## config.mk

```make
export PLATFORM = sky130hd
export DESIGN_NAME = sr_bank_arbiter
export DESIGN_NICKNAME = d
export VERILOG_FILES = /design/src/rtl/sr_bank_arbiter.sv
export SDC_FILE = /design/constraint.sdc
export NUM_CORES = 1
export LEC_CHECK = 0
export BUFFER_PORTS_ARGS = -buffer_cell sky130_fd_sc_hd__clkbuf_2
export CORE_ASPECT_RATIO = 1.25
export CORE_MARGIN = 2
export CORE_UTILIZATION = 51
export DETAILED_ROUTE_END_ITERATION = 12
export PLACE_DENSITY = 0.84
export SETUP_SLACK_MARGIN = 0.4
export SYNTH_ARGS = -nofsm -noshare
export SYNTH_HDL_FRONTEND = slang
export SYNTH_SLANG_ARGS = --single-unit
export TNS_END_PERCENT = 10
```

## constraint.sdc

```tcl
create_clock -name clk -period 2.45 [get_ports clk]
set_clock_uncertainty 0.2 [all_clocks]
set_input_delay 0 -clock clk [delete_from_list [all_inputs] [get_ports clk]]
set_output_delay 0 -clock clk [all_outputs]
set_load 0.02 [all_outputs]
```

## src/rtl/sr_bank_arbiter.sv

```systemverilog
// sr_bank_arbiter
//   Round-robin arbiter and sequencer for a shared bank of NBITS set/reset bits.
//   Each requester posts a set/reset command for one bit of the bank. One command
//   is granted at a time and applied to the bank. The illegal S=R=1 condition
//   is never applied: such commands, and commands with an out-of-range index,
//   are granted with err and leave the bank unchanged.
//
//   State | meaning
//   IDLE  | waiting for a request; arbitrates and latches the winning command
//   APPLY | applies the latched command to q, raises gnt/err, advances ptr
//   ACK   | gnt/err high for this one cycle; requests are ignored
//
// Ports
//   clk      in   1           clock, rising edge
//   rst      in   1           synchronous reset, active-low
//   req      in   NREQ        per-requester request
//   cmd_s    in   NREQ        per-requester set input
//   cmd_r    in   NREQ        per-requester reset input
//   cmd_idx  in   NREQ*IDXW   per-requester target bit, requester i at [i*IDXW +: IDXW]
//   gnt      out  NREQ        one-hot grant, one cycle per command
//   err      out  1           command rejected (valid with gnt)
//   busy     out  1           state != IDLE
//   q        out  NBITS       bank state, registered
//   qb       out  NBITS       ~q
module sr_bank_arbiter #(
    parameter int NREQ  = 4,
    parameter int NBITS = 8,
    parameter int IDXW  = 3
) (
    input  logic                 clk,
    input  logic                 rst,
    input  logic [NREQ-1:0]      req,
    input  logic [NREQ-1:0]      cmd_s,
    input  logic [NREQ-1:0]      cmd_r,
    input  logic [NREQ*IDXW-1:0] cmd_idx,
    output logic [NREQ-1:0]      gnt,
    output logic                 err,
    output logic                 busy,
    output logic [NBITS-1:0]     q,
    output logic [NBITS-1:0]     qb
);

    localparam int PW = $clog2(NREQ);

    typedef enum logic [1:0] {
        IDLE  = 2'd0,
        APPLY = 2'd1,
        ACK   = 2'd2
    } state_t;

    state_t          state, state_nxt;
    logic [PW-1:0]   ptr, ptr_nxt;
    logic [PW-1:0]   lat_win, lat_win_nxt;
    logic            lat_s, lat_s_nxt;
    logic            lat_r, lat_r_nxt;
    logic [IDXW-1:0] lat_idx, lat_idx_nxt;
    logic [NREQ-1:0] gnt_nxt;
    logic            err_nxt;
    logic [NBITS-1:0] q_nxt;

    logic [PW-1:0]   win_idx;
    logic            win_found;
    logic            cmd_bad;

    // First requester at or above ptr, wrapping; this rotation bounds the wait
    // of any requester to NREQ arbitrations.
    always_comb begin
        win_found = 1'b0;
        win_idx   = '0;
        for (int k = 0; k < NREQ; k++) begin
            if (!win_found && req[(int'(ptr) + k) % NREQ]) begin
                win_found = 1'b1;
                win_idx   = PW'((int'(ptr) + k) % NREQ);
            end
        end
    end

    assign cmd_bad = (lat_s && lat_r) || (int'(lat_idx) >= NBITS);

    always_comb begin
        state_nxt   = state;
        ptr_nxt     = ptr;
        lat_win_nxt = lat_win;
        lat_s_nxt   = lat_s;
        lat_r_nxt   = lat_r;
        lat_idx_nxt = lat_idx;
        gnt_nxt     = '0;
        err_nxt     = 1'b0;
        q_nxt       = q;
        case (state)
            IDLE: begin
                if (win_found) begin
                    lat_win_nxt = win_idx;
                    lat_s_nxt   = cmd_s[win_idx];
                    lat_r_nxt   = cmd_r[win_idx];
                    lat_idx_nxt = cmd_idx[int'(win_idx)*IDXW +: IDXW];
                    state_nxt   = APPLY;
                end
            end
            APPLY: begin
                gnt_nxt[lat_win] = 1'b1;
                err_nxt          = cmd_bad;
                // Rejected commands still advance ptr so a faulty requester
                // cannot monopolise the bank.
                if (!cmd_bad) begin
                    if (lat_s) begin
                        q_nxt[lat_idx] = 1'b1;
                    end else if (lat_r) begin
                        q_nxt[lat_idx] = 1'b0;
                    end
                end
                ptr_nxt   = (lat_win == PW'(NREQ - 1)) ? '0 : lat_win + 1'b1;
                state_nxt = ACK;
            end
            ACK: begin
                state_nxt = IDLE;
            end
            default: begin
                state_nxt = IDLE;
            end
        endcase
    end

    always_ff @(posedge clk) begin
        if (!rst) begin
            state   <= IDLE;
            ptr     <= '0;
            lat_win <= '0;
            lat_s   <= 1'b0;
            lat_r   <= 1'b0;
            lat_idx <= '0;
            gnt     <= '0;
            err     <= 1'b0;
            q       <= '0;
        end else begin
            state   <= state_nxt;
            ptr     <= ptr_nxt;
            lat_win <= lat_win_nxt;
            lat_s   <= lat_s_nxt;
            lat_r   <= lat_r_nxt;
            lat_idx <= lat_idx_nxt;
            gnt     <= gnt_nxt;
            err     <= err_nxt;
            q       <= q_nxt;
        end
    end

    assign busy = (state != IDLE);
    assign qb   = ~q;

endmodule

```

==> impl_metrics.yaml <==
synth:
  synth_largest_area_cell: "dfxtp_1"
  ys_top_cells_by_area: "dfxtp_1 40%, mux2i_1 15%, ha_1 5.2%"
  synth_edf_count: 0
  syn_nets: 165
  syn_inst: 134
  yosysMostFrequentCell: "dfxtp_1"
  ys_types: 33
  synth_area_sq_um: 1210
  synth-seq-cells: 24
  synthArstFlopShare: 0
  synth_flop_cell: "dfxtp_1"
  synth_top_area_frac: 0.396
  avgSynthCellArea_sq_um: 9.05
  ys_warn_count: 0
  ys_seq_area_frac: 0.396
  synth_top_cells_by_count: "24 x dfxtp_1, 18 x mux2i_1, 13 x inv_1, 13 x nor2_1"
clock_network:
  cts_sinks: 24
  clk_pin_slew_ps: 130
  insertion_delay_ps: 310
  tritoncts.num_buffers: 3
  root_buffer: "clkbuf_4"
  cts-htree-levels: 1
  cts_tree: "yes"
  clk_path_buf_depth: 2
global_routing:
  globalRouteTotalUtil: 0.254
  grt_max_degree: 14
  gr-total-overflow: 0
  antenna_found_initial: 0
  grt_pass1_vias: 1240
  grt_pass1_wl_um: 5090
sta:
  relSlewSlack: 0.633
  tns_ps: 0
  maxSlewViolCount: 0
  final-hold-violation-count: 0
  tightest_slew_ps: 550
  post-route-min-period_ps: 1940
  setup_viol: 0
  fin_crit_sh: 0.792
  rsz0062_at_grt: "yes"
  fin_ws_ps: 509
  max_freq_mhz: 515
die:
  die_x_um: 47.6
  ios: 48
  coreArea_sq_um: 2230
  rows: 19
  start_util: 0.543
  die_y_um: 58.5
  dieArea_sq_um: 2790
detailed_routing:
  drc_errors: 0
  drt-initial-drc-count: 26
  detail_route.wl_per_cell_um: 14.2
  vias_per_cell: 5.17
  ant_nets: 0
  drt_pass1_iterations: 4
  drt_wl_total_um: 3330
  num_vias: 1210
place:
  numPortBuffers: 47
  post-place-ws_ps: 483
  place_hpwl_um: 2120
  gp_congestion: 0.762
flow_run:
  max_cap_violations: 0
worst_setup_path:
  crit_slowest_cell: "dlygate4sd3_1"
  crit_arrival_ps: 1980
  worstSetupPathType: "reg2reg"
  cp_cell_sequence: "or2_1, a31oi_1, dlygate4sd3_1, nand2_1, a21oi_1"
  cp-end-kind: "flop"
  required_ps: 2490
  crit_path_max_incr_delay_ps: 590
  critPathMaxFanout: 3
  start_kind: "flop"
finish:
  syn2layout_area_growth_pct: 42.8
  final_layout_size_suffix_gt1_frac: 0.296
  nFillCells: 174
  antenna-diode-count: 0
  multi_input_area_sq_um: 644
  seqCellArea_sq_um: 480
  layout.nets: 235
pwr:
  p_leak_nw: 0.830
  ir_worst_vdd_mv: 0.341
  powerDensity_nw_per_um2: 501
run_status:
  status: "completed"
worst_hold_path:
  hold_path_class: "in2reg"
-- through the flow --
stage | std cells | power, mW | hold WS [ps] | area [sq um] | utilization
floorplan | 134 | 0.583 | -47.5 | 1210 | -
global placement | 206 | 0.619 | 94.0 | 1450 | 0.649
detailed placement | 206 | 0.630 | 107 | 1450 | 0.649
CTS | 234 | 0.862 | 52.7 | 1730 | 0.773
global route | 234 | 0.914 | 65.6 | 1730 | 0.775
finish | 234 | 0.867 | 61.4 | 1730 | 0.775
-- final cells by class --
class | count | area share
multi-input cells | 90 | 0.372
repair buffers | 72 | 0.279
flip-flops and latches | 24 | 0.277
inverters | 13 | 0.0282
well taps | 31 | 0.0224
clock buffers | 4 | 0.0210
-- path summary, 6_finish.rpt --
path | from | to | slack, ps | cells after the start
setup / recovery | state[1] | lat_win[0] | 510 | 5
hold / removal | req[0] | state[0] | 60 | 4
setup reg to reg | state[1] | lat_win[0] | 510 | 5
hold reg to reg | flop | flop | 290 | 2
-- what timing repair did --
| item | CTS | global route |
|---|---|---|
| gates resized for setup | 0 | 1 |
| setup endpoints to repair | 0 | 5 |
| endpoints found under the hold margin | 12 | 0 |
| hold buffers | 24 | 0 |
| setup buffers | 0 | 0 |
-- per-layer routing --
metal	global-route usage	wire length (um)	vias up
met5	0	0	-
met4	0.112	148	0
met3	0.0337	142	14
met2	0.485	1820	45
met1	0.255	1210	553
li1	-	-	598
-- layout by cell type, fill, tap and decap left out, types with 2 or more instances in the layout --
cell,count
inv_1,13
nor2b_1,2
ha_1,5
clkbuf_2,47
nor3b_1,2
o22ai_1,2
dlygate4sd3_1,24
mux2i_1,18
nand2b_1,2
dfxtp_1,24
o221ai_1,5
nand2_1,7
nand3b_1,2
nor2_1,13
clkbuf_4,3
nand3_1,7
a21oi_1,4
and3_1,5
-- kinds of logic after synthesis --
kind of cell               Yosys count  synth area share
and+or+nand+nor                     48             0.211
buffers and inverters               20            0.0764
adders and majority gates            5            0.0516
DFF                                 24             0.396
AOI/OAI and AO/OA                   18             0.107
muxes                               19             0.158
-- critical path: cells and delay by family, from the launching register on --
family	cells	cell delay, ps
AO/OA/AOI/OAI	2	400
flip-flops	1	360
AND/OR/NAND/NOR	2	320
buffers and inverters	1	590
-- power by group --
part	switching (mW)	total [mW]	internal [mW]	leakage, nW
clock network	0.117	0.207	0.0907	0.0210
registers	0.0333	0.448	0.415	0.196
logic	0.104	0.212	0.109	0.613
No activity file was read; power rests on OpenSTA's default activity.
